[src/rtl/datam_lsu_pkg.sv]
// Shared definitions for the data-memory load/store unit: opcodes, funct3
// codes, exception codes and FSM encoding.
package datam_lsu_pkg;

   localparam logic [6:0] OP_LOAD  = 7'b0000011;
   localparam logic [6:0] OP_STORE = 7'b0100011;

   localparam logic [2:0] F3_LB  = 3'b000;
   localparam logic [2:0] F3_LH  = 3'b001;
   localparam logic [2:0] F3_LW  = 3'b010;
   localparam logic [2:0] F3_LD  = 3'b011;
   localparam logic [2:0] F3_LBU = 3'b100;
   localparam logic [2:0] F3_LHU = 3'b101;
   localparam logic [2:0] F3_LWU = 3'b110;

   localparam logic [2:0] F3_SB  = 3'b000;
   localparam logic [2:0] F3_SH  = 3'b001;
   localparam logic [2:0] F3_SW  = 3'b010;
   localparam logic [2:0] F3_SD  = 3'b011;

   localparam logic [1:0] EXC_NONE     = 2'b00;
   localparam logic [1:0] EXC_MISALIGN = 2'b01;
   localparam logic [1:0] EXC_ILLEGAL  = 2'b10;

   typedef enum logic [1:0] {
      S_IDLE = 2'd0,
      S_REQ  = 2'd1,
      S_WAIT = 2'd2
   } state_t;

   // An illegal width outranks misalignment: the access size itself is meaningless.
   function automatic logic [1:0] exc_code(input logic misalign, input logic illegal);
      if (illegal)       return EXC_ILLEGAL;
      else if (misalign) return EXC_MISALIGN;
      else               return EXC_NONE;
   endfunction

endpackage

[src/rtl/datam_lsu_align.sv]
// Combinational lane steering for stores, extraction/extension for loads,
// and width/alignment checking of a memory access.
module datam_lsu_align
   import datam_lsu_pkg::*;
#(
   parameter  int XLEN  = 32,
   localparam int BE_W  = XLEN / 8,
   localparam int OFF_W = $clog2(BE_W)
) (
   input  logic [2:0]       i_funct3,
   input  logic             i_is_store,
   input  logic [OFF_W-1:0] i_off,
   input  logic [XLEN-1:0]  i_sdata,
   input  logic [XLEN-1:0]  i_rdata,
   output logic [BE_W-1:0]  o_be,
   output logic [XLEN-1:0]  o_wdata,
   output logic [XLEN-1:0]  o_ldata,
   output logic             o_misalign,
   output logic             o_illegal
);

   logic [1:0]      w_size;
   logic [BE_W-1:0] w_mask;
   logic [XLEN-1:0] w_shift;

   always_comb begin
      w_size = i_funct3[1:0];

      if (i_is_store)
         o_illegal = i_funct3[2] | ((i_funct3 == F3_SD) && (XLEN == 32));
      else
         o_illegal = (i_funct3 == 3'b111) |
                     ((XLEN == 32) && ((i_funct3 == F3_LD) || (i_funct3 == F3_LWU)));

      case (w_size)
         2'd0:    o_misalign = 1'b0;
         2'd1:    o_misalign = i_off[0];
         2'd2:    o_misalign = (i_off[1:0] != 2'b00);
         default: o_misalign = (i_off != '0);
      endcase

      case (w_size)
         2'd0:    w_mask = BE_W'(1);
         2'd1:    w_mask = BE_W'(3);
         2'd2:    w_mask = BE_W'(15);
         default: w_mask = '1;
      endcase
      o_be = w_mask << i_off;

      // Replicating the datum across the word puts it on every lane the enables can select.
      case (w_size)
         2'd0:    o_wdata = {(BE_W){i_sdata[7:0]}};
         2'd1:    o_wdata = {(BE_W/2){i_sdata[15:0]}};
         2'd2:    o_wdata = {(BE_W/4){i_sdata[31:0]}};
         default: o_wdata = i_sdata;
      endcase

      w_shift = i_rdata >> {i_off, 3'b000};
      case (i_funct3)
         F3_LB:   o_ldata = XLEN'(signed'(w_shift[7:0]));
         F3_LH:   o_ldata = XLEN'(signed'(w_shift[15:0]));
         F3_LW:   o_ldata = XLEN'(signed'(w_shift[31:0]));
         F3_LBU:  o_ldata = XLEN'(w_shift[7:0]);
         F3_LHU:  o_ldata = XLEN'(w_shift[15:0]);
         F3_LWU:  o_ldata = XLEN'(w_shift[31:0]);
         default: o_ldata = w_shift;
      endcase
   end

endmodule

[src/rtl/datam_lsu.sv]
// Memory stage between execute and writeback: issues loads/stores over a
// variable-latency req/rsp interface and passes non-memory ops through.
module datam_lsu
   import datam_lsu_pkg::*;
#(
   parameter  int XLEN   = 32,
   parameter  int ADDR_W = 32,
   localparam int BE_W   = XLEN / 8
) (
   input  logic              clk,
   input  logic              rst_n,
   input  logic              valid_i,
   output logic              ready_o,
   input  logic [31:0]       pc_i,
   input  logic [31:0]       inst_i,
   input  logic [XLEN-1:0]   r0data_i,
   input  logic [XLEN-1:0]   r1data_i,
   input  logic [XLEN-1:0]   result_i,
   output logic              valid_ro,
   input  logic              ready_i,
   output logic [31:0]       pc_ro,
   output logic [31:0]       inst_ro,
   output logic [XLEN-1:0]   r0data_ro,
   output logic [XLEN-1:0]   r1data_ro,
   output logic [XLEN-1:0]   result_ro,
   output logic [1:0]        exc_ro,
   output logic              dmem_req_valid,
   input  logic              dmem_req_ready,
   output logic [ADDR_W-1:0] dmem_addr,
   output logic              dmem_we,
   output logic [BE_W-1:0]   dmem_be,
   output logic [XLEN-1:0]   dmem_wdata,
   input  logic              dmem_rsp_valid,
   input  logic [XLEN-1:0]   dmem_rdata
);

   localparam int OFF_W = $clog2(BE_W);

   state_t           r_state;
   logic [2:0]       r_funct3;
   logic [OFF_W-1:0] r_off;
   logic             r_is_store;
   logic [31:0]      r_pc;
   logic [31:0]      r_inst;
   logic [XLEN-1:0]  r_r0;
   logic [XLEN-1:0]  r_r1;
   logic [XLEN-1:0]  r_addr;

   logic             w_accept;
   logic             w_is_load;
   logic             w_is_store;
   logic             w_is_mem;
   logic             w_idle;
   logic [2:0]       w_funct3;
   logic [OFF_W-1:0] w_off;
   logic             w_sel_store;
   logic [BE_W-1:0]  w_be;
   logic [XLEN-1:0]  w_wdata;
   logic [XLEN-1:0]  w_ldata;
   logic             w_misalign;
   logic             w_illegal;
   logic [1:0]       w_exc;
   logic [ADDR_W-1:0] w_addr;

   assign w_idle     = (r_state == S_IDLE);
   assign ready_o    = w_idle & (~valid_ro | ready_i);
   assign w_accept   = valid_i & ready_o;
   assign w_is_load  = (inst_i[6:0] == OP_LOAD);
   assign w_is_store = (inst_i[6:0] == OP_STORE);
   assign w_is_mem   = w_is_load | w_is_store;
   assign w_exc      = exc_code(w_misalign, w_illegal);
   assign w_addr     = {result_i[ADDR_W-1:OFF_W], {OFF_W{1'b0}}};

   // The aligner decodes the incoming op while idle and the captured op otherwise.
   assign w_funct3    = w_idle ? inst_i[14:12] : r_funct3;
   assign w_off       = w_idle ? result_i[OFF_W-1:0] : r_off;
   assign w_sel_store = w_idle ? w_is_store : r_is_store;

   datam_lsu_align #(.XLEN(XLEN)) u_align (
      .i_funct3   (w_funct3),
      .i_is_store (w_sel_store),
      .i_off      (w_off),
      .i_sdata    (r1data_i),
      .i_rdata    (dmem_rdata),
      .o_be       (w_be),
      .o_wdata    (w_wdata),
      .o_ldata    (w_ldata),
      .o_misalign (w_misalign),
      .o_illegal  (w_illegal)
   );

   always_ff @(posedge clk or negedge rst_n) begin
      if (!rst_n) begin
         r_state        <= S_IDLE;
         r_funct3       <= '0;
         r_off          <= '0;
         r_is_store     <= 1'b0;
         r_pc           <= '0;
         r_inst         <= '0;
         r_r0           <= '0;
         r_r1           <= '0;
         r_addr         <= '0;
         valid_ro       <= 1'b0;
         pc_ro          <= '0;
         inst_ro        <= '0;
         r0data_ro      <= '0;
         r1data_ro      <= '0;
         result_ro      <= '0;
         exc_ro         <= EXC_NONE;
         dmem_req_valid <= 1'b0;
         dmem_addr      <= '0;
         dmem_we        <= 1'b0;
         dmem_be        <= '0;
         dmem_wdata     <= '0;
      end else begin
         case (r_state)
            S_IDLE: begin
               if (w_accept) begin
                  if (w_is_mem && (w_exc == EXC_NONE)) begin
                     r_funct3       <= inst_i[14:12];
                     r_off          <= result_i[OFF_W-1:0];
                     r_is_store     <= w_is_store;
                     r_pc           <= pc_i;
                     r_inst         <= inst_i;
                     r_r0           <= r0data_i;
                     r_r1           <= r1data_i;
                     r_addr         <= result_i;
                     valid_ro       <= 1'b0;
                     dmem_req_valid <= 1'b1;
                     dmem_addr      <= w_addr;
                     dmem_we        <= w_is_store;
                     dmem_be        <= w_be;
                     dmem_wdata     <= w_wdata;
                     r_state        <= S_REQ;
                  end else begin
                     valid_ro  <= 1'b1;
                     pc_ro     <= pc_i;
                     inst_ro   <= inst_i;
                     r0data_ro <= r0data_i;
                     r1data_ro <= r1data_i;
                     result_ro <= result_i;
                     exc_ro    <= w_is_mem ? w_exc : EXC_NONE;
                  end
               end else if (ready_i) begin
                  valid_ro <= 1'b0;
               end
            end
            S_REQ: begin
               if (dmem_req_ready) begin
                  dmem_req_valid <= 1'b0;
                  r_state        <= S_WAIT;
               end
            end
            S_WAIT: begin
               if (dmem_rsp_valid) begin
                  valid_ro  <= 1'b1;
                  pc_ro     <= r_pc;
                  inst_ro   <= r_inst;
                  r0data_ro <= r_r0;
                  r1data_ro <= r_r1;
                  result_ro <= r_is_store ? r_addr : w_ldata;
                  exc_ro    <= EXC_NONE;
                  r_state   <= S_IDLE;
               end
            end
            default: r_state <= S_IDLE;
         endcase
      end
   end

endmodule

[config.mk]
export PLATFORM = sky130hd
export DESIGN_NAME = datam_lsu
export DESIGN_NICKNAME = d
export VERILOG_FILES = /design/src/rtl/datam_lsu_pkg.sv /design/src/rtl/datam_lsu_align.sv /design/src/rtl/datam_lsu.sv
export SDC_FILE = /design/constraint.sdc
export NUM_CORES = 1
export LEC_CHECK = 0
export BUFFER_PORTS_ARGS = -buffer_cell sky130_fd_sc_hd__buf_2
export CAP_MARGIN = 20
export CORE_MARGIN = 2
export CORE_UTILIZATION = 36
export CTS_BUF_LIST = sky130_fd_sc_hd__clkbuf_16
export DETAILED_ROUTE_END_ITERATION = 8
export PLACE_DENSITY = 0.64
export SYNTH_ARGS = -nofsm -noshare
export SYNTH_HDL_FRONTEND = slang
export SYNTH_SLANG_ARGS = --single-unit
[constraint.sdc]
create_clock -name clk -period 6.71 [get_ports clk]
set_input_delay 0.3355 -clock clk [delete_from_list [all_inputs] [get_ports clk]]
set_output_delay 0.3355 -clock clk [all_outputs]
set_load 0.01 [all_outputs]
==> results.yml, run 1 <==
outcome:
  status: "completed"
floorplan:
  coreArea_sq_um: 44200
  die_x_microns: 216
  initial_core_util: 0.365
  die_h_microns: 216
  rows: 77
  die_area_sq_um: 46500
  io_pins: 432
yosys:
  synth_top_family_by_area: "simple AND/OR/NAND/NOR gates"
  synthAdderAreaFrac: 0
  ys_seq_area_frac: 0.551
  synth_area_leaders: "dfrtp_1 55%, nand2_1 19%, a31oi_1 5.4%, nor2_1 3.5%, buf_4 2.4%"
  async_flop_share: 1.00
  synth_cells: 1901
  synth_xor_area_frac: 0
  synth_edf_count: 0
  synth.largest_area_cell: "dfrtp_1"
  yosysTopAreaCellShare: 0.551
  synthSimpleGateAreaFrac: 0.257
  yosys-top-cells-count: "812 x nand2_1, 355 x dfrtp_1, 151 x nor2_1, 139 x a31oi_1, 62 x o21ai_0"
  ys.flop_type: "dfrtp_1"
  syn_area_per_cell_sq_um: 8.48
  yosys_warnings: 0
  synth_compound_area_frac: 0.116
  synth_seq_cells: 355
  synth_area_sq_um: 16100
  ys_types: 54
  synth.most_common_cell: "nand2_1"
  synth_mux_area_frac: 0.0186
route:
  dr.pass1.iters: 6
  viasPerCell: 5.12
  drt_iter0_markers: 1498
  antenna_left: 0
  vias: 15200
  drc: 0
  wl_microns: 53300
  wl_per_cell_microns: 18.0
pwr:
  ir_worst_vdd_mv: 0.157
  p_leak_nw: 10.6
  fin_total_pwr_mw: 5.66
  p_per_area_nw_per_um2: 272
sta:
  min_period_ps: 4360
  skew_ps: 15.3
  rsz0062_at_grt: "false"
  hold_viol: 0
  drv_slew: 0
  period_share: 0.650
  worst_pin_slew_ps: 1070
  fmax_ghz: 0.229
  setup_viol: 0
  slew_headroom: 0.287
  setup_tns_ps: 0
worst_hold_path:
  holdCritPathClass: "in -> reg"
worst_setup_path:
  critical_path_class: "reg -> reg"
  critical-path-top-delay-family: "buffers and inverters"
  crit_fanout: 229
  cpMostUsedCell: "nor2_1"
  max_stage_delay_ps: 850
  cp.required_ps: 7180
  crit_arrival_ps: 4830
  path_cells: "nor2b_4, buf_4, and2_1, nor2_1, a31oi_4, buf_12, nor2_1, a31oi_1"
  cp_num_buf_inv: 2
  end_kind: "flip-flop"
  critPathLaunchType: "flip-flop"
  cpMaxStageDelayCell: "and2_1"
clocking:
  post_cts_buffers: 0
  htreeDepth: 2
  clock_latency_ps: 550
  root_buffer: "clkbuf_16"
  cts-resized-gates: 0
  cts_inserted_buffers: 41
  path_clk_slew_ps: 60
  cts_buffer_depth: 3
  numClockSinks: 355
  cts_tree: "built"
placed_design:
  numPortBuffers: 429
  gp_congestion: 0.873
  hpwl_microns: 34700
final_layout:
  drive_gt1_frac: 0.217
  layout.nets: 2536
  syn2layout_area_growth_pct: 29.1
global_route:
  grt_pass1_vias: 14700
  antenna_found_initial: 8
  grt_start_max_net_pins: 230
  grt_pass1_wl_microns: 83500
  grt_overflow: 0
  grt_usage: 0.225
job:
  maxCapViolCount: 0
[flip-flops by register name (all words and copies together) (netlist names), 32 cells and up]
| register | count |
|---|---|
| r1data_ro | 32 |
| result_ro | 32 |
| inst_ro | 32 |
| r_pc | 32 |
| r_r0 | 32 |
| dmem_wdata | 32 |
| r0data_ro | 32 |
| pc_ro | 32 |
[worst register-to-register path, cell delays in order (launching register included)]
cell and delay (ps):
dfrtp_1 740, nor2b_4 250, buf_4 800, and2_1 870
nor2_1 210, a31oi_4 240, buf_12 650, nor2_1 320
a31oi_1 200
[layer usage]
metal  up-vias  track usage  routed length, microns
li1       7102            -                       -
met1      7317        0.304                   22700
met2       623        0.353                   24600
met3       111       0.0492                    4180
met4         4       0.0871                    1740
met5         -            0                      26
[power breakdown]
group / switching (mW) / internal, mW / total [mW] / leakage, nW
Combinational: 0.558 / 0.387 / 0.945 / 5.42
Sequential: 0.147 / 2.38 / 2.52 / 4.47
Clock: 0.890 / 1.30 / 2.19 / 0.664
Total: 1.59 / 4.07 / 5.66 / 10.6
[what timing repair did]
| item | CTS | global route |
|---|---|---|
| hold buffers | 123 | 0 |
| endpoints found under the hold margin | 244 | 0 |
| endpoints found under the setup margin | 0 | 0 |
[placed cells by master (no fill, tap or decap), types with 2 or more instances in the layout]
cell type	count
nand2_1	812
buf_2	428
dfrtp_1	355
nor2_1	151
a31oi_1	139
dlygate4sd3_1	123
o21ai_0	62
clkbuf_16	43
nand3_1	33
mux2i_1	30
a21oi_1	26
o211ai_1	25
nor3_1	11
inv_1	10
clkinv_1	9
a211oi_1	8
a222oi_1	8
buf_4	8
and2_1	7
and3_1	7
a221oi_1	7
diode_2	6
nand2b_1	5
bufinv_16	4
clkinv_2	4
buf_12	4
o21a_1	3
nor2_2	3
nor4_1	3
or3b_1	2
a31o_2	2
conb_1	2
[final timing paths]
| check | from | endpoint | slack, ps | depth (start not counted) |
|---|---|---|---|---|
| min in group asynchronous | rst_n | r1data_ro[15] | 510 | 2 |
| worst min-delay path | result_i[31] | r_addr[31] | 30 | 3 |
| worst max register to register | r_state[1] | r0data_ro[2] | 2350 | 8 |
| worst max-delay path | r_state[1] | r0data_ro[2] | 2350 | 8 |
| worst min register to register | r_r1[15] | r_r1[15] | 470 | 2 |
| max in group asynchronous | rst_n | pc_ro[4] | 4660 | 3 |
[cell families (layout without fill, tap and decap cells)]
kind of cell / count (synthesis) / after routing
DFF: 355 / 355
and+or+nand+nor: 1050 / 1050
muxes: 30 / 30
other: 1 / 8
buffers and inverters: 173 / 636
AOI/OAI and AO/OA: 292 / 292
[metrics by stage]
step | instance area (sq um) | setup WS, ps | util | hold slack (ps) | cells
3_5_place_dp | 18300 | 2420 | 0.413 | 454 | 2764
3_3_place_gp | 18300 | 2570 | 0.413 | 449 | 2764
5_1_grt | 20800 | 2080 | 0.471 | 29.1 | 2963
6_report | 20800 | 2350 | 0.471 | 33.6 | 2963
2_1_floorplan | 16100 | 4570 | - | 39.9 | 1902
4_1_cts | 20800 | 2390 | 0.471 | 1.24 | 2957
[layout make-up]
class / count / area [sq um]
sequential: 355 / 8880
clock buffer: 43 / 1080
clock inverter: 27 / 220
tap: 592 / 741
timing repair buffer: 564 / 3530
antenna: 6 / 15.0
inverter: 2 / 7.51
fill: 4202 / 23400
multi-input combinational: 1374 / 6360
Power figures use the tool's default switching activity.
==> run 2, diff against run 1 <==
--- a/config.mk
+++ b/config.mk
@@ -11,7 +11,7 @@
 export CORE_UTILIZATION = 36
 export CTS_BUF_LIST = sky130_fd_sc_hd__clkbuf_16
 export DETAILED_ROUTE_END_ITERATION = 8
-export PLACE_DENSITY = 0.64
+export PLACE_DENSITY = 0.66
 export SYNTH_ARGS = -nofsm -noshare
 export SYNTH_HDL_FRONTEND = slang
 export SYNTH_SLANG_ARGS = --single-unit
==> constraint.sdc (replaced) <==
create_clock -name clk -period 3.7 [get_ports clk]
set_input_delay 0.185 -clock clk [delete_from_list [all_inputs] [get_ports clk]]
set_output_delay 0.185 -clock clk [all_outputs]
set_load 0.01 [all_outputs]
==> results.yml, run 2 (synthesis results as in run 1) <==
outcome:
  status: "completed"
final_layout:
  drive_gt1_frac: 0.218
  layout.nets: 2591
  mostFrequentLayoutCells: "812 x nand2_1, 428 x buf_2, 355 x dfrtp_1"
  fill_cells: 4080
  seqCellArea_sq_um: 8880
  utilization: 0.483
  finalInstanceArea_sq_um: 21400
  stdcell_count: 3015
  final_common_cell: "nand2_1"
  multi_input_area_sq_um: 6360
  syn2layout_area_growth_pct: 32.4
sta:
  min_period_ps: 3070
  fmax_ghz: 0.326
  fin_worst_hold_slack_ps: 33.9
  drv_slew: 0
  rsz0062_at_grt: "false"
  period_share: 0.828
  worst_pin_slew_ps: 962
  setup_tns_ps: 0
  setup_viol: 0
  hold_viol: 0
  slew_headroom: 0.359
  skew_ps: 19.8
clocking:
  post_cts_buffers: 0
  cts-resized-gates: 0
  cts_inserted_buffers: 40
  htreeDepth: 2
  clock_latency_ps: 560
  root_buffer: "clkbuf_16"
  numClockSinks: 355
  path_clk_slew_ps: 60
  cts_tree: "built"
  cts_buffer_depth: 3
  hold_buffers: 166
route:
  wl_per_cell_microns: 18.1
  drc: 0
  dr.pass1.iters: 8
  vias: 15600
  viasPerCell: 5.16
  drt_iter0_markers: 1521
  wl_microns: 54600
  antenna_left: 0
global_route:
  grt_pass1_wl_microns: 85900
  grt_start_max_net_pins: 121
  antenna_found_initial: 4
  grt_overflow: 0
  grt_pass1_vias: 15000
  grt_usage: 0.231
placed_design:
  dpl_cell_area_sq_um: 18400
  numPortBuffers: 429
  gp_congestion: 0.898
  hpwl_microns: 35600
  dpl.cell_count: 2777
worst_setup_path:
  crit_arrival_ps: 3520
  critPathLaunchType: "flip-flop"
  max_stage_delay_ps: 610
  path_cells: "or2_1, o2111ai_1, o21ai_2, a31oi_4, buf_4, nand3_1, o211ai_1"
  reg2reg_depth: 7
  end_kind: "flip-flop"
  crit_fanout: 56
  cp.required_ps: 4160
  cpMaxStageDelayCell: "dfrtp_1"
  critical_path_class: "reg -> reg"
pwr:
  ir_worst_vdd_mv: 0.299
  p_leak_nw: 10.8
  p_per_area_nw_per_um2: 478
floorplan:
  die_x_microns: 216
  die_h_microns: 216
  initial_core_util: 0.365
  rows: 77
  coreArea_sq_um: 44200
  die_area_sq_um: 46500
  io_pins: 432
job:
  maxCapViolCount: 0
worst_hold_path:
  whs_path_depth: 3
  holdCritPathClass: "in -> reg"
==> run 2: cell type report <==
cell class,instances,share of cell area
Tap cell,592,0.0347
Inverter,2,0.000352
Clock inverter,30,0.0103
Sequential cell,355,0.416
Multi-Input combinational cell,1374,0.298
Clock buffer,41,0.0480
Antenna cell,1,0.000117
Timing Repair Buffer,620,0.193
==> run 2: critical path, delay by kind of cell (launching register included) <==
| family | cells | cell delay [ps] |
|---|---|---|
| DFF | 1 | 610 |
| AOI/OAI and AO/OA | 4 | 1140 |
| buffers and inverters | 1 | 570 |
| and+or+nand+nor | 2 | 620 |
==> run 2: per-layer routing <==
metal  track usage  vias to the layer above  wire length, microns
li1              -                     7226                     -
met1         0.309                     7511                 22800
met2         0.370                      697                 25500
met3        0.0555                      133                  4460
met4        0.0791                        4                  1920
met5             0                        -                    25
==> run 2: where the power goes <==
| group | internal, mW | switching [mW] |
|---|---|---|
| clock | 2.22 | 1.63 |
| sequential | 4.31 | 0.268 |
| combinational | 0.744 | 1.03 |
==> run 2: final timing paths <==
| check | from | end | slack [ps] |
|---|---|---|---|
| worst max register to register | r_state[0] | result_ro[21] | 630 |
| worst min register to register | r_inst[0] | r_inst[0] | 470 |
| max in group asynchronous | rst_n | r_addr[27] | 2390 |
| worst max-delay path | r_state[0] | result_ro[21] | 630 |
| min in group asynchronous | rst_n | r1data_ro[15] | 300 |
| worst min-delay path | dmem_rdata[29] | result_ro[29] | 30 |
==> run 2: per-stage QoR <==
stage	setup slack, ps	power [mW]
final	635	10.2
after global routing	446	10.7
after CTS	689	10.3
after detailed placement	713	6.28
after global placement	898	6.23
after floorplan	1560	5.43
==> run 3, diff against run 2 <==
==> constraint.sdc (replaced) <==
create_clock -name clk -period 2.8 [get_ports clk]
set_input_delay 0.14 -clock clk [delete_from_list [all_inputs] [get_ports clk]]
set_output_delay 0.14 -clock clk [all_outputs]
set_load 0.01 [all_outputs]
==> results.yml, run 3 (synthesis results as in run 1) <==
worst_setup_path:
  cp.required_ps: 3250
  r2r_slack_ps: 200
  critical_path_class: "reg -> reg"
  critPathLaunchType: "flip-flop"
  critical-path-top-delay-family: "simple AND/OR/NAND/NOR gates"
  crit_arrival_ps: 3050
  end_kind: "flip-flop"
  r2r-end: "valid_ro"
  crit_fanout: 14
  cpMostUsedCell: "o21ai_0"
  path_cells: "or2_1, o21ai_0, or2_2, o21ai_0, nand3_1, dlygate4sd3_1, a21o_1"
  max_stage_delay_ps: 590
  worst-path-stages: 7
  r2r-start: "r_state[0]"
  cpMaxStageDelayCell: "dfrtp_1"
  cp_num_buf_inv: 1
  reg2reg_depth: 7
sta:
  fin_worst_hold_slack_ps: 103
  setup_viol: 0
  skew_ps: 12.8
  worst_pin_slew_ps: 933
  rsz0062_at_grt: "false"
  slew_headroom: 0.378
  period_share: 0.927
  fmax_ghz: 0.385
  setup_tns_ps: 0
  hold_viol: 0
  min_period_ps: 2600
  drv_slew: 0
worst_hold_path:
  holdCritPathClass: "in -> reg"
  hp-start: "dmem_rdata[20]"
  whs_path_depth: 5
  hold_end: "result_ro[20]"
floorplan:
  die_area_sq_um: 46500
  io_pins: 432
  die_x_microns: 216
  initial_core_util: 0.365
  die_h_microns: 216
  coreArea_sq_um: 44200
  rows: 77
global_route:
  use_met1: 0.303
  met3_usage: 0.0622
  grt_usage: 0.233
  antenna_found_initial: 4
  grt_pass1_vias: 15200
  grt_overflow: 0
  grt_start_max_net_pins: 126
  grt_pass1_wl_microns: 86500
  met2_usage: 0.379
  top_usage_layer: "met2"
pwr:
  p_sw_mw: 3.98
  internal_power_mw: 10.0
  seq_power_share: 0.431
  pwr-share-comb: 0.171
  p_per_area_nw_per_um2: 645
  clkPwrFrac: 0.399
  swShare: 0.284
  ir_worst_vdd_mv: 0.396
  p_leak_nw: 11.0
clocking:
  cts_tree: "built"
  numClockSinks: 355
  root_buffer: "clkbuf_16"
  path_clk_slew_ps: 60
  cts_buffer_depth: 3
  post_cts_buffers: 0
  clock_latency_ps: 560
  htreeDepth: 2
  cts_inserted_buffers: 41
placed_design:
  gp_congestion: 0.869
  numPortBuffers: 429
  hpwl_microns: 36100
route:
  vias: 15600
  wl_per_cell_microns: 18.1
  dr.pass1.iters: 6
  viasPerCell: 5.11
  wl_microns: 55100
  drt_iter0_markers: 1715
  drc: 0
  antenna_left: 0
outcome:
  status: "completed"
final_layout:
  layout.nets: 2615
  drive_gt1_frac: 0.225
  syn2layout_area_growth_pct: 34.8
  final_common_cell: "nand2_1"
  mostFrequentLayoutCells: "812 x nand2_1, 428 x buf_2, 355 x dfrtp_1"
job:
  maxCapViolCount: 0
[run 3: cell types whose count changed in the layout (fill, tap and decap cells not counted), moves of 3 or more]
cell	before	now
buf_4	16	28
clkinv_1	5	12
dlygate4sd3_1	166	173
inv_1	13	6
buf_12	9	12
bufinv_16	3	6
[run 3: timing repair]
action	CTS	global route
endpoints found under the hold margin	413	0
setup endpoints to repair	0	13
hold buffers	173	0
resized for setup	0	3
[run 3: metal layers]
layer  wire, microns  vias to the layer above
li1                -                     7269
met1           22700                     7470
met2           25900                      698
met3            4750                      114
met4            1710                        4
met5              24                        -
[run 3: worst min-delay path, cell delays in order]
cell and delay, ps:
buf_2 120, nand2_1 50, a21oi_1 50, nor3_1 130, o211ai_1 120
[run 3: layout make-up]
| class | instances | area (sq um) |
|---|---|---|
| diodes | 3 | 7.51 |
| well taps | 592 | 741 |
| multi-input cells | 1374 | 6360 |
| flip-flops and latches | 355 | 8880 |
| clock inverters | 33 | 310 |
| clock buffers | 43 | 1080 |
| inverters | 2 | 7.51 |
| repair buffers | 643 | 4350 |
| fillers | 4054 | 22500 |
[run 3: power groups by stage]
stage	sequential [mW]	combinational, mW	clock (mW)
after floorplan	6.28	0.892	0
after global placement	6.11	2.15	0
after detailed placement	6.12	2.20	0
after CTS	6.04	2.39	5.70
after global routing	6.10	2.62	5.92
final	6.04	2.39	5.59
[run 3: worst max-delay path by stage]
stage | startpoint | end
floorplan | r_state[0] | result_ro[0]
global placement | r_state[0] | result_ro[15]
detailed placement | r_state[1] | result_ro[19]
CTS | r_state[0] | result_ro[19]
global route | r_state[0] | inst_ro[17]
finish | r_state[0] | valid_ro
[run 3: stage by stage]
stage | cell area, sq um | setup WS (ps) | total power, mW | util | instances
global placement | 18600 | 169 | 8.26 | 0.421 | 2793
global route | 21700 | 0.397 | 14.6 | 0.492 | 3044
finish | 21700 | 204 | 14.0 | 0.492 | 3045
detailed placement | 18600 | 129 | 8.32 | 0.421 | 2793
CTS | 21700 | 120 | 14.1 | 0.491 | 3042
floorplan | 16100 | 656 | 7.17 | - | 1902
